$ cat config.mk
export PLATFORM = sky130hd
export DESIGN_NAME = base_ram_ctrl_flat
export DESIGN_NICKNAME = d
export VERILOG_FILES = /design/src/rtl/base_ram_ctrl_pkg.sv /design/src/rtl/base_ram_ctrl_if.sv /design/src/rtl/base_ram_ctrl_sram_wait_cnt.sv /design/src/rtl/base_ram_ctrl.sv /design/src/flat_wrapper.sv
export SDC_FILE = /design/constraint.sdc
export NUM_CORES = 1
export LEC_CHECK = 0
export CAP_MARGIN = 20
export CORE_ASPECT_RATIO = 2
export CORE_MARGIN = 1.5
export CORE_UTILIZATION = 25
export CTS_BUF_LIST = sky130_fd_sc_hd__clkbuf_4 sky130_fd_sc_hd__clkbuf_8
export CTS_CLUSTER_DIAMETER = 120
export DETAILED_ROUTE_END_ITERATION = 7
export GPL_TIMING_DRIVEN = 0
export PLACE_DENSITY = 0.66
export SETUP_SLACK_MARGIN = 0.4
export SLEW_MARGIN = 10
export SYNTH_ARGS = -nofsm -noshare
export SYNTH_HDL_FRONTEND = slang
export SYNTH_HIERARCHICAL = 1
export SYNTH_SLANG_ARGS = --single-unit
$ cat constraint.sdc
create_clock -name clk -period 1.7 [get_ports clk]
set_input_delay 0.17 -clock clk [delete_from_list [all_inputs] [get_ports clk]]
set_output_delay 0.17 -clock clk [all_outputs]
set_load 0.01 [all_outputs]
$ cat src/rtl/base_ram_ctrl_pkg.sv
// Shared definitions for the base-RAM controller: SRAM strobe levels,
// base-RAM window bounds and a helper for sizing the wait counter.
package base_ram_ctrl_pkg;

  // SRAM control strobes are active-low.
  localparam logic RAM_ENABLE  = 1'b0;
  localparam logic RAM_DISABLE = 1'b1;

  // Base-RAM window, shared with the MEM-stage address decode.
  localparam logic [31:0] BASE_RAM_LO = 32'h8000_0000;
  localparam logic [31:0] BASE_RAM_HI = 32'h803F_FFFF;

  // Width of a counter able to hold wait_cycles; never narrower than 1 bit.
  function automatic int cnt_width(input int wait_cycles);
    return (wait_cycles < 1) ? 1 : $clog2(wait_cycles + 1);
  endfunction

  // True when a byte address falls inside the base-RAM window.
  function automatic logic in_base_ram(input logic [31:0] addr);
    return (addr >= BASE_RAM_LO) && (addr <= BASE_RAM_HI);
  endfunction

endpackage

$ cat src/rtl/base_ram_ctrl_if.sv
// MEM-stage request bus into the base-RAM controller.
// The MEM stage is the master; the controller is the slave.
interface base_ram_ctrl_if;
  logic        req;    // held until ack
  logic        we;     // 1 = store, 0 = load
  logic [31:0] addr;   // byte address
  logic [31:0] wdata;  // store data
  logic [3:0]  be_n;   // byte enables, active-low
  logic [31:0] rdata;  // load data, valid while ack is high
  logic        ack;    // high in the final cycle of an access

  modport master (output req, we, addr, wdata, be_n, input rdata, ack);
  modport slave  (input req, we, addr, wdata, be_n, output rdata, ack);
endinterface

$ cat src/rtl/base_ram_ctrl_sram_wait_cnt.sv
// Loadable down-counter with a terminal-count flag, used to time SRAM
// strobes. Loading WAIT_CYCLES gives WAIT_CYCLES+1 cycles until tc.
module sram_wait_cnt #(
  parameter int W = 1
) (
  input  logic         clk,
  input  logic         rst,
  input  logic         load,
  input  logic [W-1:0] load_val,
  output logic         tc
);

  localparam logic [W-1:0] ONE = W'(1);

  logic [W-1:0] cnt_reg;
  logic [W-1:0] cnt_next;

  // Load takes priority; otherwise count down and stick at zero.
  always_comb begin
    cnt_next = cnt_reg;
    if (load) begin
      cnt_next = load_val;
    end else if (cnt_reg != '0) begin
      cnt_next = cnt_reg - ONE;
    end
  end

  // Counter register.
  always_ff @(posedge clk) begin
    if (rst) begin
      cnt_reg <= '0;
    end else begin
      cnt_reg <= cnt_next;
    end
  end

  assign tc = (cnt_reg == '0);

endmodule

$ cat src/rtl/base_ram_ctrl.sv
// Base-RAM port controller: turns PC-stage fetches and MEM-stage
// loads/stores into timed SRAM cycles, data accesses taking priority
// at access boundaries.
module base_ram_ctrl
  import base_ram_ctrl_pkg::*;
#(
  parameter int WAIT_CYCLES = 1
) (
  input  logic                 clk,
  input  logic                 rst,
  // PC stage / IF-ID
  input  logic [31:0]          if_pc_i,
  input  logic                 if_ce_n_i,
  output logic [31:0]          inst_o,
  output logic [31:0]          inst_pc_o,
  output logic                 inst_valid_o,
  output logic                 if_stallreq_o,
  // MEM stage
  base_ram_ctrl_if.slave       mem,
  // SRAM pins
  output logic [19:0]          ram_addr_o,
  output logic [3:0]           ram_be_n_o,
  output logic                 ram_ce_n_o,
  output logic                 ram_oe_n_o,
  output logic                 ram_we_n_o,
  output logic [31:0]          ram_wdata_o,
  output logic                 ram_data_oe_o,
  input  logic [31:0]          ram_rdata_i
);

  localparam int              CNT_W    = cnt_width(WAIT_CYCLES);
  localparam logic [CNT_W-1:0] CNT_LOAD = CNT_W'(WAIT_CYCLES);

  typedef enum logic [2:0] {
    ST_IDLE,
    ST_FETCH,
    ST_DREAD,
    ST_WSETUP,
    ST_WPULSE,
    ST_WHOLD
  } state_t;

  state_t state_reg, state_next;

  logic        cnt_load;
  logic        cnt_tc;
  logic        capture;
  logic [31:0] inst_reg;
  logic [31:0] inst_pc_reg;
  logic        inst_valid_reg;

  // Wait counter is reloaded on every state entry (including a
  // back-to-back fetch re-entering FETCH).
  sram_wait_cnt #(.W(CNT_W)) u_wait_cnt (
    .clk      (clk),
    .rst      (rst),
    .load     (cnt_load),
    .load_val (CNT_LOAD),
    .tc       (cnt_tc)
  );

  // State register.
  always_ff @(posedge clk) begin
    if (rst) begin
      state_reg <= ST_IDLE;
    end else begin
      state_reg <= state_next;
    end
  end

  // Next-state logic; a running fetch finishes before a data request is taken.
  always_comb begin
    state_next = state_reg;
    cnt_load   = 1'b0;
    capture    = 1'b0;
    case (state_reg)
      ST_IDLE: begin
        cnt_load = 1'b1;
        if (mem.req) begin
          state_next = mem.we ? ST_WSETUP : ST_DREAD;
        end else if (!if_ce_n_i) begin
          state_next = ST_FETCH;
        end
      end
      ST_FETCH: begin
        if (if_ce_n_i) begin
          // Fetch withdrawn: abandon it without a valid pulse.
          state_next = ST_IDLE;
          cnt_load   = 1'b1;
        end else if (cnt_tc) begin
          capture  = 1'b1;
          cnt_load = 1'b1;
          if (mem.req) begin
            state_next = mem.we ? ST_WSETUP : ST_DREAD;
          end else begin
            state_next = ST_FETCH;
          end
        end
      end
      ST_DREAD: begin
        if (cnt_tc) begin
          state_next = ST_IDLE;
          cnt_load   = 1'b1;
        end
      end
      ST_WSETUP: begin
        state_next = ST_WPULSE;
        cnt_load   = 1'b1;
      end
      ST_WPULSE: begin
        if (cnt_tc) begin
          state_next = ST_WHOLD;
          cnt_load   = 1'b1;
        end
      end
      ST_WHOLD: begin
        state_next = ST_IDLE;
        cnt_load   = 1'b1;
      end
      default: begin
        state_next = ST_IDLE;
        cnt_load   = 1'b1;
      end
    endcase
  end

  // SRAM strobes and data-bus drive enable, decoded from the state alone.
  always_comb begin
    ram_ce_n_o    = RAM_DISABLE;
    ram_oe_n_o    = RAM_DISABLE;
    ram_we_n_o    = RAM_DISABLE;
    ram_data_oe_o = 1'b0;
    ram_be_n_o    = 4'b0000;
    case (state_reg)
      ST_FETCH, ST_DREAD: begin
        ram_ce_n_o = RAM_ENABLE;
        ram_oe_n_o = RAM_ENABLE;
      end
      ST_WSETUP, ST_WHOLD: begin
        ram_ce_n_o    = RAM_ENABLE;
        ram_data_oe_o = 1'b1;
        ram_be_n_o    = mem.be_n;
      end
      ST_WPULSE: begin
        ram_ce_n_o    = RAM_ENABLE;
        ram_we_n_o    = RAM_ENABLE;
        ram_data_oe_o = 1'b1;
        ram_be_n_o    = mem.be_n;
      end
      default: begin
      end
    endcase
  end

  // Instruction capture register; valid pulses for one cycle per capture.
  always_ff @(posedge clk) begin
    if (rst) begin
      inst_reg       <= '0;
      inst_pc_reg    <= '0;
      inst_valid_reg <= 1'b0;
    end else begin
      inst_valid_reg <= capture;
      if (capture) begin
        inst_reg    <= ram_rdata_i;
        inst_pc_reg <= if_pc_i;
      end
    end
  end

  assign inst_o       = inst_reg;
  assign inst_pc_o    = inst_pc_reg;
  assign inst_valid_o = inst_valid_reg;

  // Stall drops only on the capture edge so the PC advances exactly then.
  assign if_stallreq_o = ~if_ce_n_i & ~((state_reg == ST_FETCH) & cnt_tc);

  assign ram_addr_o  = (state_reg == ST_FETCH) ? if_pc_i[21:2] : mem.addr[21:2];
  assign ram_wdata_o = mem.wdata;

  assign mem.rdata = ram_rdata_i;
  assign mem.ack   = ((state_reg == ST_DREAD) & cnt_tc) | (state_reg == ST_WHOLD);

  // Address bits outside the SRAM word range are intentionally ignored.
  logic unused_bits;
  assign unused_bits = &{1'b0, if_pc_i[31:22], if_pc_i[1:0],
                         mem.addr[31:22], mem.addr[1:0]};

endmodule

$ cat src/flat_wrapper.sv
// flat-port wrapper written by rule: the top's interface ports become plain ports
module base_ram_ctrl_flat import base_ram_ctrl_pkg::*;
#(
  parameter int WAIT_CYCLES = 1
)
  (clk, rst, if_pc_i, if_ce_n_i, inst_o, inst_pc_o, inst_valid_o, if_stallreq_o, ram_addr_o, ram_be_n_o, ram_ce_n_o, ram_oe_n_o, ram_we_n_o, ram_wdata_o, ram_data_oe_o, ram_rdata_i, mem_req, mem_we, mem_addr, mem_wdata, mem_be_n, mem_rdata, mem_ack);
  base_ram_ctrl_if mem_i ();
  input  logic clk;
  input  logic rst;
  input  logic [31:0] if_pc_i;
  input  logic if_ce_n_i;
  output logic [31:0] inst_o;
  output logic [31:0] inst_pc_o;
  output logic inst_valid_o;
  output logic if_stallreq_o;
  output logic [19:0] ram_addr_o;
  output logic [3:0] ram_be_n_o;
  output logic ram_ce_n_o;
  output logic ram_oe_n_o;
  output logic ram_we_n_o;
  output logic [31:0] ram_wdata_o;
  output logic ram_data_oe_o;
  input  logic [31:0] ram_rdata_i;
  input wire logic [$bits(mem_i.req)-1:0] mem_req;
  input wire logic [$bits(mem_i.we)-1:0] mem_we;
  input wire logic [$bits(mem_i.addr)-1:0] mem_addr;
  input wire logic [$bits(mem_i.wdata)-1:0] mem_wdata;
  input wire logic [$bits(mem_i.be_n)-1:0] mem_be_n;
  output wire logic [$bits(mem_i.rdata)-1:0] mem_rdata;
  output wire logic [$bits(mem_i.ack)-1:0] mem_ack;
  assign mem_i.req = mem_req;
  assign mem_i.we = mem_we;
  assign mem_i.addr = mem_addr;
  assign mem_i.wdata = mem_wdata;
  assign mem_i.be_n = mem_be_n;
  assign mem_rdata = mem_i.rdata;
  assign mem_ack = mem_i.ack;
  base_ram_ctrl #(.WAIT_CYCLES(WAIT_CYCLES)) u_core (.clk(clk), .rst(rst), .if_pc_i(if_pc_i), .if_ce_n_i(if_ce_n_i), .inst_o(inst_o), .inst_pc_o(inst_pc_o), .inst_valid_o(inst_valid_o), .if_stallreq_o(if_stallreq_o), .mem(mem_i), .ram_addr_o(ram_addr_o), .ram_be_n_o(ram_be_n_o), .ram_ce_n_o(ram_ce_n_o), .ram_oe_n_o(ram_oe_n_o), .ram_we_n_o(ram_we_n_o), .ram_wdata_o(ram_wdata_o), .ram_data_oe_o(ram_data_oe_o), .ram_rdata_i(ram_rdata_i));
endmodule
# Yosys cells after proc, flatten, opt, wreduce, memory -nomap -nowiden

Cells that the tools add are included.

Register bits: 69
Input bits: 137
Output and inout port bits: 159
Logic and storage cells: 50

$add $sub $neg: 1
Equal/unequal tests: 9
Multiplexer cells: 22
Bitwise operators: 7
Reductions and logical operators: 6

Operators with widths:

| cell                                                | number |
|---|---|
| two-way mux 3 bit                                   | 7 |
| two-way mux 20 bit                                  | 1 |
| one-hot mux 3 bit (5 select lines)                  | 1 |
| two-way mux 1 bit                                   | 11 |
| equality test 3 x 2 -> 1 bit, second input constant | 2 |
| equality test 3 bit, second input constant          | 2 |
| inequality test 3 bit, second input constant        | 2 |
| OR reduction 5 bit                                  | 1 |
| two-way mux 4 bit                                   | 1 |
| inequality test 2 bit, second input constant        | 2 |
| AND reduction 4 bit                                 | 1 |
| OR reduction 2 bit                                  | 2 |
| AND 1 bit                                           | 3 |
| equality test 3 x 1 -> 1 bit, second input constant | 1 |
| zero test 3 bit                                     | 1 |
| inverter 1 bit                                      | 3 |
| OR reduction 3 bit                                  | 1 |
| one-hot mux 1 bit (2 select lines)                  | 1 |
| OR 1 bit                                            | 1 |
| subtractor 1 bit, second input constant             | 1 |

# Logic depth before layout (Yosys ltp)

Depth in word-level cells: 5
Gate-level depth with buffers: 6
Depth with buffers taken out: 4

# Modules after synthesis

Netlist, hierarchy kept.

Modules (own cells, without submodules):

| module        | instances | cells an instance | area an instance (um^2) | seq. area each (um^2) |
|---|---|---|---|---|
| base_ram_ctrl | 1         | 423               | 3798.6                  | 1361.3 |
| sram_wait_cnt | 1         | 3                 | 32.5                    | 20.0 |

# Worst setup path before layout

No wires, ideal clock.

Path type: reg-to-output
Start: register u_core.state_reg[2]
End: output port ram_be_n_o[0]
Arrival time: 1352 ps
Data required time: 1530 ps
Path slack: 178 ps
Cell stages (with the launch flop): 5
Path buffers: 1
Path through: dfxtp_1 > buf_2 > inv_1 > o21ai_0 > and2_1

Cells in the longest elaborated chain, start to end: 3
Elaborated cells between the ends (all ways): 5
Those cells by class: eq/ne (3); mux (1); reduce/logical (1)

RTL lines:

| item                                                                       | line                 | source |
|---|---|---|
| start: declaration                                                         | base_ram_ctrl.sv:43  | `state_t state_reg, state_next;` |
| start signal: assignment                                                   | base_ram_ctrl.sv:67  | `state_reg <= state_next;` |
| equality test 3 x 2 -> 1 bit / equality test 3 bit (equally long branches) | base_ram_ctrl.sv:134 | `case (state_reg)` |
| OR reduction 3 bit (no line) (*)                                           | --                   |  |
| two-way mux 4 bit (*)                                                      | base_ram_ctrl.sv:134 |  |
| end: declaration                                                           | flat_wrapper.sv:17   | `output logic [3:0] ram_be_n_o;` |

Every way passes the cells marked *; elsewhere a longest branch is shown, timed or not.

# Worst setup path in the final report

Start: register u_core.state_reg[2]
End: output port ram_addr_o[3]

Cells in the longest elaborated chain, start to end: 2

RTL lines:

| item                         | line                 | source |
|---|---|---|
| equality test 3 x 1 -> 1 bit | base_ram_ctrl.sv:177 | `assign ram_addr_o = (state_reg == ST_FETCH) ? if_pc_i[21:2] : mem.addr[21:2];` |
| two-way mux 20 bit           | base_ram_ctrl.sv:177 |  |
| end: declaration             | flat_wrapper.sv:16   | `output logic [19:0] ram_addr_o;` |

Every way passes these cells.

==> impl_metrics.sql <==
INSERT INTO impl_metrics (metric_group, metric, value, unit) VALUES
('setup_path', 'rr_endpoint', 'u_core/inst_pc_o[22]', ''),
('drt', 'drt-pass1-iter-count', '4', ''),
('drt', 'wirelength', '16600', 'um'),
('outcome', 'outcome', 'finished, violations left', ''),
('grt', 'grt_start_max_net_pins', '13', ''),
('power_and_ir_drop', 'powerDensity', '614', 'nW/um^2'),
('timing', 'finalCritPeriodShare', '118', '%'),
('drt', 'routedWlPerCell', '17.4', 'um'),
('timing', 'hold_ws', '310', 'ps'),
('logic_synthesis', 'synthFlopType', 'sky130_fd_sc_hd__dfxtp_1', ''),
('clock_network', 'cts-buffers-inserted', '9', ''),
('min_path', 'worst_hold_path.num_cells', '3', ''),
('logic_synthesis', 'synth_async_sr_flop_share', '0', '%'),
('power_and_ir_drop', 'static-leakage-power', '3.65', 'nW'),
('timing', 'final.setup_skew', '14.6', 'ps'),
('logic_synthesis', 'syn_area_per_cell', '8.99', 'um^2'),
('cells_and_area', 'nFillCells', '1337', ''),
('setup_path', 'worst_r2r_startpoint', 'u_core/state_reg[2]', ''),
('timing', 'setup_repair_after_global_routing_missed_its_margin', 'true', ''),
('placed_design', 'dp_worst_setup_slack', '-608', 'ps'),
('setup_path', 'critPathSlowestCell', 'sky130_fd_sc_hd__dfxtp_2', ''),
('setup_path', 'critical_path.endpoint_type', 'output pin', ''),
('timing', 'timing.final.ws_setup', '-313', 'ps'),
('setup_path', 'cp_top_family', 'buffers and inverters', ''),
('setup_path', 'crit_path_frequent_cell', 'sky130_fd_sc_hd__buf_6', ''),
('placed_design', 'finalWeightedCongestion', '0.780', ''),
('cells_and_area', 'antenna-diode-count', '0', ''),
('clock_network', 'latest_clock_arrival_within_the_worst_skew_pair', '350', 'ps'),
('drt', 'route.detailed.drc', '0', ''),
('timing', 'tns_setup', '-6360', 'ps'),
('clock_network', 'clk_root_buffer_cell', 'sky130_fd_sc_hd__clkbuf_8', ''),
('clock_network', 'clk_transition_reported_paths', '80', 'ps'),
('cells_and_area', 'total_number_of_nets_in_the_final_design', '891', ''),
('timing', 'finalSetupViolations', '38', ''),
('timing', 'slew_headroom', '62.6', '%'),
('drt', 'vias_per_cell', '4.63', ''),
('die', 'io-pin-count', '296', ''),
('drt', 'postRouteAntennaNets', '0', ''),
('clock_network', 'hold_buffers', '0', ''),
('logic_synthesis', 'synth.top_cells.by_area', 'sky130_fd_sc_hd__dfxtp_1 (36%), sky130_fd_sc_hd__nand4b_1 (15%), sky130_fd_sc_hd__buf_4 (15%)', ''),
('run', 'maxCapViolCount', '0', ''),
('setup_path', 'critical_path.cell_chain', 'buf_6, nor3b_4, buf_6, buf_12, buf_12, mux2_4, buf_6', ''),
('logic_synthesis', 'ys_warn_count', '6', ''),
('timing', 'timing.final.hold_violations', '0', ''),
('grt', 'first_pass_grt_wire_length', '24900', 'um'),
('min_path', 'hold_path.class', 'input port to register', ''),
('grt', 'total_routing_resource_utilization_after_global_routing', '20.1', '%'),
('timing', 'final_max_slew_viol_count', '0', ''),
('drt', 'via_count', '4419', ''),
('outcome', 'failed_checks', 'negative setup slack', ''),
('grt', 'via_count_of_the_first_global_routing_pass', '4731', ''),
('min_path', 'hold_end', 'u_core/inst_o[17]', ''),
('clock_network', 'clock_sink_count', '69', ''),
('die', 'design.core.area', '14900', 'um^2'),
('setup_path', 'critPathMaxStageDelay', '330', 'ps'),
('logic_synthesis', 'seq_area_frac_synth', '36.1', '%'),
('cells_and_area', 'multi_input_comb_area', '2090', 'um^2'),
('grt', 'globalRouteOverflowTotal', '0', ''),
('logic_synthesis', 'netlist_instances', '426', ''),
('setup_path', 'data_arrival_time_of_the_critical_path', '1840', 'ps'),
('timing', 'timing_worst_slew_pin_value', '560', 'ps'),
('die', 'initial_utilization', '25.7', '%'),
('cells_and_area', 'register_area', '1390', 'um^2'),
('logic_synthesis', 'synth_fp_nets', '563', ''),
('logic_synthesis', 'synth.cell_area', '3830', 'um^2'),
('logic_synthesis', 'synthTopCellsByCount', 'sky130_fd_sc_hd__buf_4 (74), sky130_fd_sc_hd__dfxtp_1 (69), sky130_fd_sc_hd__nand2b_1 (66), sky130_fd_sc_hd__nand4b_1 (64), sky130_fd_sc_hd__o21ai_1 (51)', ''),
('logic_synthesis', 'proportion_of_netlist_area_held_by_the_largest_area_contributor', '36.1', '%'),
('setup_path', 'buffers_inverters_on_critical_path', '5', ''),
('drt', 'dr.first_iter.drc_count', '108', ''),
('min_path', 'worst_hold_startpoint', 'ram_rdata_i[17]', ''),
('setup_path', 'worstRegToRegCells', '9', '');
==> per-stage QoR <==
step / total power, mW / instance area [um^2] / utilization (%)
global route: 5.32 / 8300 / 55.7
global placement: 3.10 / 6690 / 44.9
floorplan: 2.36 / 3940 / -
finish: 5.10 / 8300 / 55.7
detailed placement: 3.12 / 6690 / 44.9
CTS: 5.08 / 8100 / 54.4
==> power by group <==
group | internal [mW] | switching, mW
registers | 1.67 | 0.0318
logic | 1.16 | 0.695
clock network | 0.864 | 0.670
==> cells in the final DEF (no fill, tap or decap), drive strengths merged, types with 4 or more instances in the layout <==
| cell type | synthesis | routed |
|---|---|---|
| dlygate4sd2 | 0 | 98 |
| nand2b | 66 | 66 |
| dfxtp | 69 | 69 |
| buf | 81 | 178 |
| nor2 | 4 | 4 |
| mux2 | 20 | 20 |
| o21ai | 68 | 68 |
| clkdlybuf4s50 | 0 | 123 |
| clkbuf | 24 | 33 |
| nand4b | 64 | 64 |
| and2 | 6 | 6 |
==> worst max-delay path by stage <==
stage | to | slack (ps) | depth (start not counted)
after floorplan | ram_addr_o[0] | 320 | 4
after global placement | u_core/inst_o[6] | -570 | 5
after detailed placement | u_core/inst_o[0] | -610 | 5
after CTS | ram_addr_o[8] | -290 | 7
after global routing | ram_addr_o[8] | -390 | 7
final | ram_addr_o[3] | -310 | 7
==> tightest hold or removal path: stages <==
cell and delay (ps):
sky130_fd_sc_hd__dlygate4sd2_1 270, sky130_fd_sc_hd__nand4b_1 110, sky130_fd_sc_hd__o21ai_1 70
==> cell type report <==
class	instances	area share, %
timing repair buffer	317	41.4
tap	195	2.94
clock buffer	10	1.66
buffer	105	10.9
multi-input combinational	250	25.2
sequential	69	16.7
inverter	2	0.121
clock inverter	6	1.04
==> cell families (layout without fill, tap and decap cells) <==
family                    count (synthesis)  in the layout  synth area share, %
other                                     1              1               0.0979
AOI/OAI and AO/OA                        75             75                 10.1
buffers and inverters                   107            440                 18.0
DFF                                      69             69                 36.1
xor gates and xnor gates                  2              2                0.457
muxes                                    20             20                 5.88
and+or+nand+nor                         152            152                 29.4
==> routing by layer <==
metal / up-vias / global-route usage, % / share of wire (%)
met1: 2085 / 18.1 / 33
met2: 226 / 41.8 / 58
met5: - / 0 / 0
met4: 0 / 6.68 / 2.2
met3: 23 / 5.12 / 6.9
li1: 2085 / - / -
==> repair_timing <==
item                       in CTS  in global routing
pin swaps                      22                 33
resized for setup             391                 36
setup endpoints to repair     196                 99
gates cloned                   15                  0
setup buffers                  45                  6
Note: power is estimated with default switching activity, not from simulation.
